<file path="config.mk">
export PLATFORM = sky130hd
export DESIGN_NAME = regfile_scoreboard
export DESIGN_NICKNAME = d
export VERILOG_FILES = /design/src/rtl/regfile_scoreboard.sv
export SDC_FILE = /design/constraint.sdc
export NUM_CORES = 2
export LEC_CHECK = 0
export ABC_AREA = 1
export BUFFER_PORTS_ARGS = -buffer_cell sky130_fd_sc_hd__buf_2
export CAP_MARGIN = 5
export CORE_MARGIN = 2
export CORE_UTILIZATION = 25
export CTS_CLUSTER_DIAMETER = 100
export CTS_CLUSTER_SIZE = 14
export DETAILED_ROUTE_END_ITERATION = 7
export SYNTH_ARGS = -nofsm -noshare
export SYNTH_HDL_FRONTEND = slang
export SYNTH_SLANG_ARGS = --single-unit
</file>
<file path="constraint.sdc">
create_clock -name clk -period 13.7 [get_ports clk]
set_input_delay 3.425 -clock clk [delete_from_list [all_inputs] [get_ports clk]]
set_output_delay 3.425 -clock clk [all_outputs]
set_load 0.03 [all_outputs]
</file>
<file path="src/rtl/regfile_scoreboard.sv">
// 32 x XLEN register file with per-register pending-write counters.
// Provides operand bypass, RAW stall detection and issue back-pressure.
module regfile_scoreboard #(
    parameter int XLEN  = 32,
    parameter int CNT_W = 2
) (
    input  logic            clk,
    input  logic            rst,
    input  logic [4:0]      rs1Addr_ID,
    input  logic [4:0]      rs2Addr_ID,
    output logic [XLEN-1:0] rs1Data_ID,
    output logic [XLEN-1:0] rs2Data_ID,
    input  logic            issue_valid,
    input  logic [4:0]      issue_rdAddr,
    input  logic            issue_regWrite,
    output logic            issue_ready,
    output logic            stall_ID,
    input  logic [4:0]      rdAddr_WB,
    input  logic            regWrite_WB,
    input  logic [XLEN-1:0] rdData_WB,
    input  logic            kill_valid,
    input  logic [4:0]      kill_rdAddr,
    input  logic [4:0]      dbgAddr,
    output logic [XLEN-1:0] dbgData,
    output logic            sb_err
);

    localparam int SW = CNT_W + 2;
    localparam logic [CNT_W-1:0] CNT_MAX = '1;

    logic [XLEN-1:0]  regs    [32];
    logic [CNT_W-1:0] cnt     [32];
    logic [CNT_W-1:0] cnt_nxt [32];
    logic [31:0]      dec_wb;
    logic [31:0]      dec_k;
    logic [31:0]      inc;
    logic             haz1;
    logic             haz2;
    logic             accept;
    logic             err_set;
    logic             err_q;

    // One-hot decrement requests from writeback and kill (x0 excluded)
    always_comb begin
        dec_wb = '0;
        dec_k  = '0;
        if (regWrite_WB && rdAddr_WB != 5'd0)
            dec_wb[rdAddr_WB] = 1'b1;
        if (kill_valid && kill_rdAddr != 5'd0)
            dec_k[kill_rdAddr] = 1'b1;
    end

    // Hazard if writes remain pending after this cycle's retirements
    always_comb begin
        haz1 = (rs1Addr_ID != 5'd0) &&
               (SW'(cnt[rs1Addr_ID]) >
                SW'(dec_wb[rs1Addr_ID]) + SW'(dec_k[rs1Addr_ID]));
        haz2 = (rs2Addr_ID != 5'd0) &&
               (SW'(cnt[rs2Addr_ID]) >
                SW'(dec_wb[rs2Addr_ID]) + SW'(dec_k[rs2Addr_ID]));
        stall_ID = haz1 || haz2;
    end

    // Back-pressure when the destination counter is saturated
    always_comb begin
        issue_ready = !(issue_regWrite &&
                        issue_rdAddr != 5'd0 &&
                        cnt[issue_rdAddr] == CNT_MAX &&
                        !dec_wb[issue_rdAddr] &&
                        !dec_k[issue_rdAddr]);
        accept = issue_valid && issue_ready && !stall_ID;
        inc = '0;
        if (accept && issue_regWrite && issue_rdAddr != 5'd0)
            inc[issue_rdAddr] = 1'b1;
    end

    // Counter next-state with underflow clamp and overflow hold
    always_comb begin
        logic [SW-1:0] sum;
        logic [SW-1:0] dec;
        err_set = 1'b0;
        sum = '0;
        dec = '0;
        for (int r = 0; r < 32; r++) begin
            sum = SW'(cnt[r]) + SW'(inc[r]);
            dec = SW'(dec_wb[r]) + SW'(dec_k[r]);
            if (sum < dec) begin
                cnt_nxt[r] = '0;
                err_set = 1'b1;
            end else if (sum - dec > SW'(CNT_MAX)) begin
                cnt_nxt[r] = cnt[r];
                err_set = 1'b1;
            end else begin
                cnt_nxt[r] = CNT_W'(sum - dec);
            end
        end
    end

    // Register array writes from writeback; kill never touches data
    always_ff @(posedge clk or negedge rst) begin
        if (!rst) begin
            for (int i = 0; i < 32; i++)
                regs[i] <= '0;
        end else if (regWrite_WB && rdAddr_WB != 5'd0) begin
            regs[rdAddr_WB] <= rdData_WB;
        end
    end

    // Pending-write counters and sticky error flag
    always_ff @(posedge clk or negedge rst) begin
        if (!rst) begin
            for (int i = 0; i < 32; i++)
                cnt[i] <= '0;
            err_q <= 1'b0;
        end else begin
            for (int i = 0; i < 32; i++)
                cnt[i] <= cnt_nxt[i];
            if (err_set)
                err_q <= 1'b1;
        end
    end

    assign sb_err = err_q;

    assign rs1Data_ID =
        (rs1Addr_ID == 5'd0) ? '0 :
        (regWrite_WB && rdAddr_WB == rs1Addr_ID) ? rdData_WB :
        regs[rs1Addr_ID];

    assign rs2Data_ID =
        (rs2Addr_ID == 5'd0) ? '0 :
        (regWrite_WB && rdAddr_WB == rs2Addr_ID) ? rdData_WB :
        regs[rs2Addr_ID];

    assign dbgData =
        (dbgAddr == 5'd0) ? '0 :
        (regWrite_WB && rdAddr_WB == dbgAddr) ? rdData_WB :
        regs[dbgAddr];

endmodule
</file>
==> results.json <==
{
  "status": "completed",
  "syn_to_final_growth_pct": 8.26,
  "cp_max_fo": 38,
  "clock-sinks": 1089,
  "slew_viol_final": 0,
  "p_leak_nw": 34.1,
  "power_frac_seq": 0.448,
  "clock-skew-final_ns": 0.0431,
  "cp_slowest_cell": "a21oi_1",
  "core_area_um2": 295000,
  "ys_seq_elements": 1089,
  "ant_nets": 0,
  "grt_pass1_wl_um": 534000,
  "intPower_w": 0.00597,
  "drtPass1Iterations": 7,
  "cts_tree": "yes",
  "ctsHtreeMaxLevel": 3,
  "clockBufferDepth": 3,
  "wire_per_inst_um": 26.9,
  "cts_buffers": 88,
  "crit_chain": "buf_4 -> clkinv_2 -> a21oi_1 -> nand3_4 -> inv_2 -> nand2_1 -> a21oi_1 -> buf_2",
  "row_count": 199,
  "n_fill_cell": 32400,
  "slew_headroom": 0.0332,
  "p_switching_w": 0.00401,
  "nets": 10200,
  "arrival_ns": 8.23,
  "cp_top_family": "buffers and inverters",
  "place_congestion": 0.935,
  "cts_resized": 0,
  "root_buffer": "clkbuf_16",
  "synth_adder_area_share": 0.0453,
  "r2r-start": "cnt[11]",
  "drv_cap": 0,
  "p_clk_frac": 0.251,
  "cpMostUsedCell": "a21oi_1",
  "path_buf_inv": 4,
  "hpwl_um": 217000,
  "hold_viol_final": 0,
  "muxShareOfSynthArea": 0,
  "critPathCaptureType": "output pin",
  "yosysSeqAreaShare": 0.368,
  "vias_per_cell": 5.84,
  "synthSimpleGateAreaFrac": 0.157,
  "path_class": "in -> out",
  "power.density_nw_per_um2": 124,
  "netlist_area_um2": 74100,
  "ys.flop_type": "dfrtp_1",
  "wl_um": 372000,
  "chipWidth_um": 549,
  "antenna_found_initial": 41,
  "start_kind": "primary input",
  "grt_max_degree": 234,
  "min_from": "regs[1001]",
  "pwr-share-comb": 0.302,
  "synth_edf_count": 0,
  "grt_usage": 0.238,
  "start_util": 0.252,
  "drive_gt1_frac": 0.0513,
  "tns_ns": 0,
  "worstSkewPairLatency_ns": 0.79,
  "syn_area_per_cell_um2": 7.07,
  "synth_compound_area_frac": 0.326,
  "grt_pass1_vias": 73900,
  "critPathMaxStageDelay_ns": 1.05,
  "fin_crit_sh": 0.851,
  "worst_pin_slew_ns": 1.45,
  "synth_top_family_by_area": "compound AO/OA/AOI/OAI gates",
  "async_reset_ff_frac": 1.00,
  "place_inst": 13700,
  "synthCells": 10500,
  "startpoint": "rs2Addr_ID[4]",
  "drt_drc_violations_left": 0,
  "required_ns": 10.27,
  "cts_hold_buf": 0,
  "hp-class": "reg -> reg",
  "synthDistinctLibCells": 46,
  "overflow": 0,
  "sw_frac_of_total": 0.402,
  "fin_crit_ns": 11.65,
  "vdd_drop_max_mv": 0.104,
  "placement.io_buffers": 166,
  "cts.reportedPaths.clkPinSlew_ns": 0.07,
  "max_freq_mhz": 85.8,
  "yosysWarningCount": 0,
  "finalSetupViolCount": 0,
  "die_y_um": 549,
  "io_pins": 167,
  "post_cts_buffers": 0,
  "fin_cells": 13900,
  "first_iter_violations": 14200,
  "rsz0062_at_grt": "false",
  "synth_xor_area_frac": 0.000236,
  "die_area_um2": 301000,
  "num_vias": 80900
}
power groups by stage:
| stage | logic (W) | clock network, W | registers (W) |
|---|---|---|---|
| after floorplan | 0.00201 | 0 | 0.00430 |
| after global placement | 0.00288 | 0 | 0.00448 |
| after detailed placement | 0.00293 | 0 | 0.00449 |
| after CTS | 0.00294 | 0.00251 | 0.00443 |
| after global routing | 0.00334 | 0.00263 | 0.00453 |
| final | 0.00301 | 0.00250 | 0.00447 |
cells in the final DEF, fill, tap and decap left out, types with 142 or more instances in the layout:
cell / count
nand3_1: 428
o211ai_1: 325
nor2_1: 480
buf_4: 142
o221ai_1: 301
o21ai_0: 2231
a21oi_1: 972
inv_1: 969
ha_1: 166
nand2_1: 1892
buf_2: 151
dfrtp_1: 1089
layer usage:
metal  wire, µm  GRT usage
met4      30100      0.162
met1     141000      0.314
met2     148000      0.332
met5        255          0
met3      52500     0.0708
stage by stage:
stage	total power, W	hold WS, ns	cell area, µm²	utilization	setup slack, ns
after global placement	0.00737	0.385	77800	0.264	2.41
after CTS	0.00988	0.398	80200	0.272	2.45
after detailed placement	0.00741	0.383	77800	0.264	2.46
final	0.00998	0.396	80300	0.272	2.05
after floorplan	0.00631	0.445	74100	-	4.10
after global routing	0.0105	0.411	80200	0.272	2.27
layout make-up:
class,instances,area [µm²],area share
diodes,40,100,0.00125
clock buffers,88,2200,0.0274
clock inverters,10,153,0.00190
inverters,1007,3830,0.0478
multi-input cells,7383,39600,0.493
flip-flops and latches,1089,27300,0.340
well taps,3919,4900,0.0611
repair buffers,318,2250,0.0281
synthesized netlist by cell type (7+ instances only):
master        n  area (µm²)
nand4_1      16         100
clkbuf_1    860        3230
a211oi_1     87         653
nand3_1     431        2160
buf_1        74         278
o211ai_1    325        2440
a22oi_1      63         473
buf_2        75         375
nand2_1    1914        7180
a21oi_1     972        4860
o31ai_1      26         195
nor3_1       14        70.1
a31oi_1      11        68.8
nand3b_1      7        52.6
a221oi_1     40         350
dfrtp_1    1089       27300
fa_1         64        1280
nor2_1      495        1860
inv_2        19        71.3
o221ai_1    301        2640
o2111ai_1    66         578
ha_1        166        2080
nor4_1       10        62.6
o22ai_1     103         644
o21ai_0    2232       11200
inv_1       982        3690
worst paths after layout:
path                       cells past startpoint  slack [ns]       endpoint
min                                            0        0.40     regs[1001]
min in group asynchronous                      1        2.60        cnt[24]
max                                            8        2.05  rs2Data_ID[2]
min reg2reg                                    0        0.40     regs[1001]
max in group asynchronous                      3        8.70      regs[743]
max reg2reg                                   25        7.96         sb_err
logic make-up after synthesis:
kind of cell / after synthesis
compound gates: 4241
xor+xnor: 2
simple gates: 2907
fa+ha+maj: 230
other cells: 1
flops: 1089
buf+inv: 2016
sequential cells by signal (all words and copies together) (netlist names):
register,cells
regs,1024
sb_err,1
cnt,64
Power figures use the tool's default switching activity.
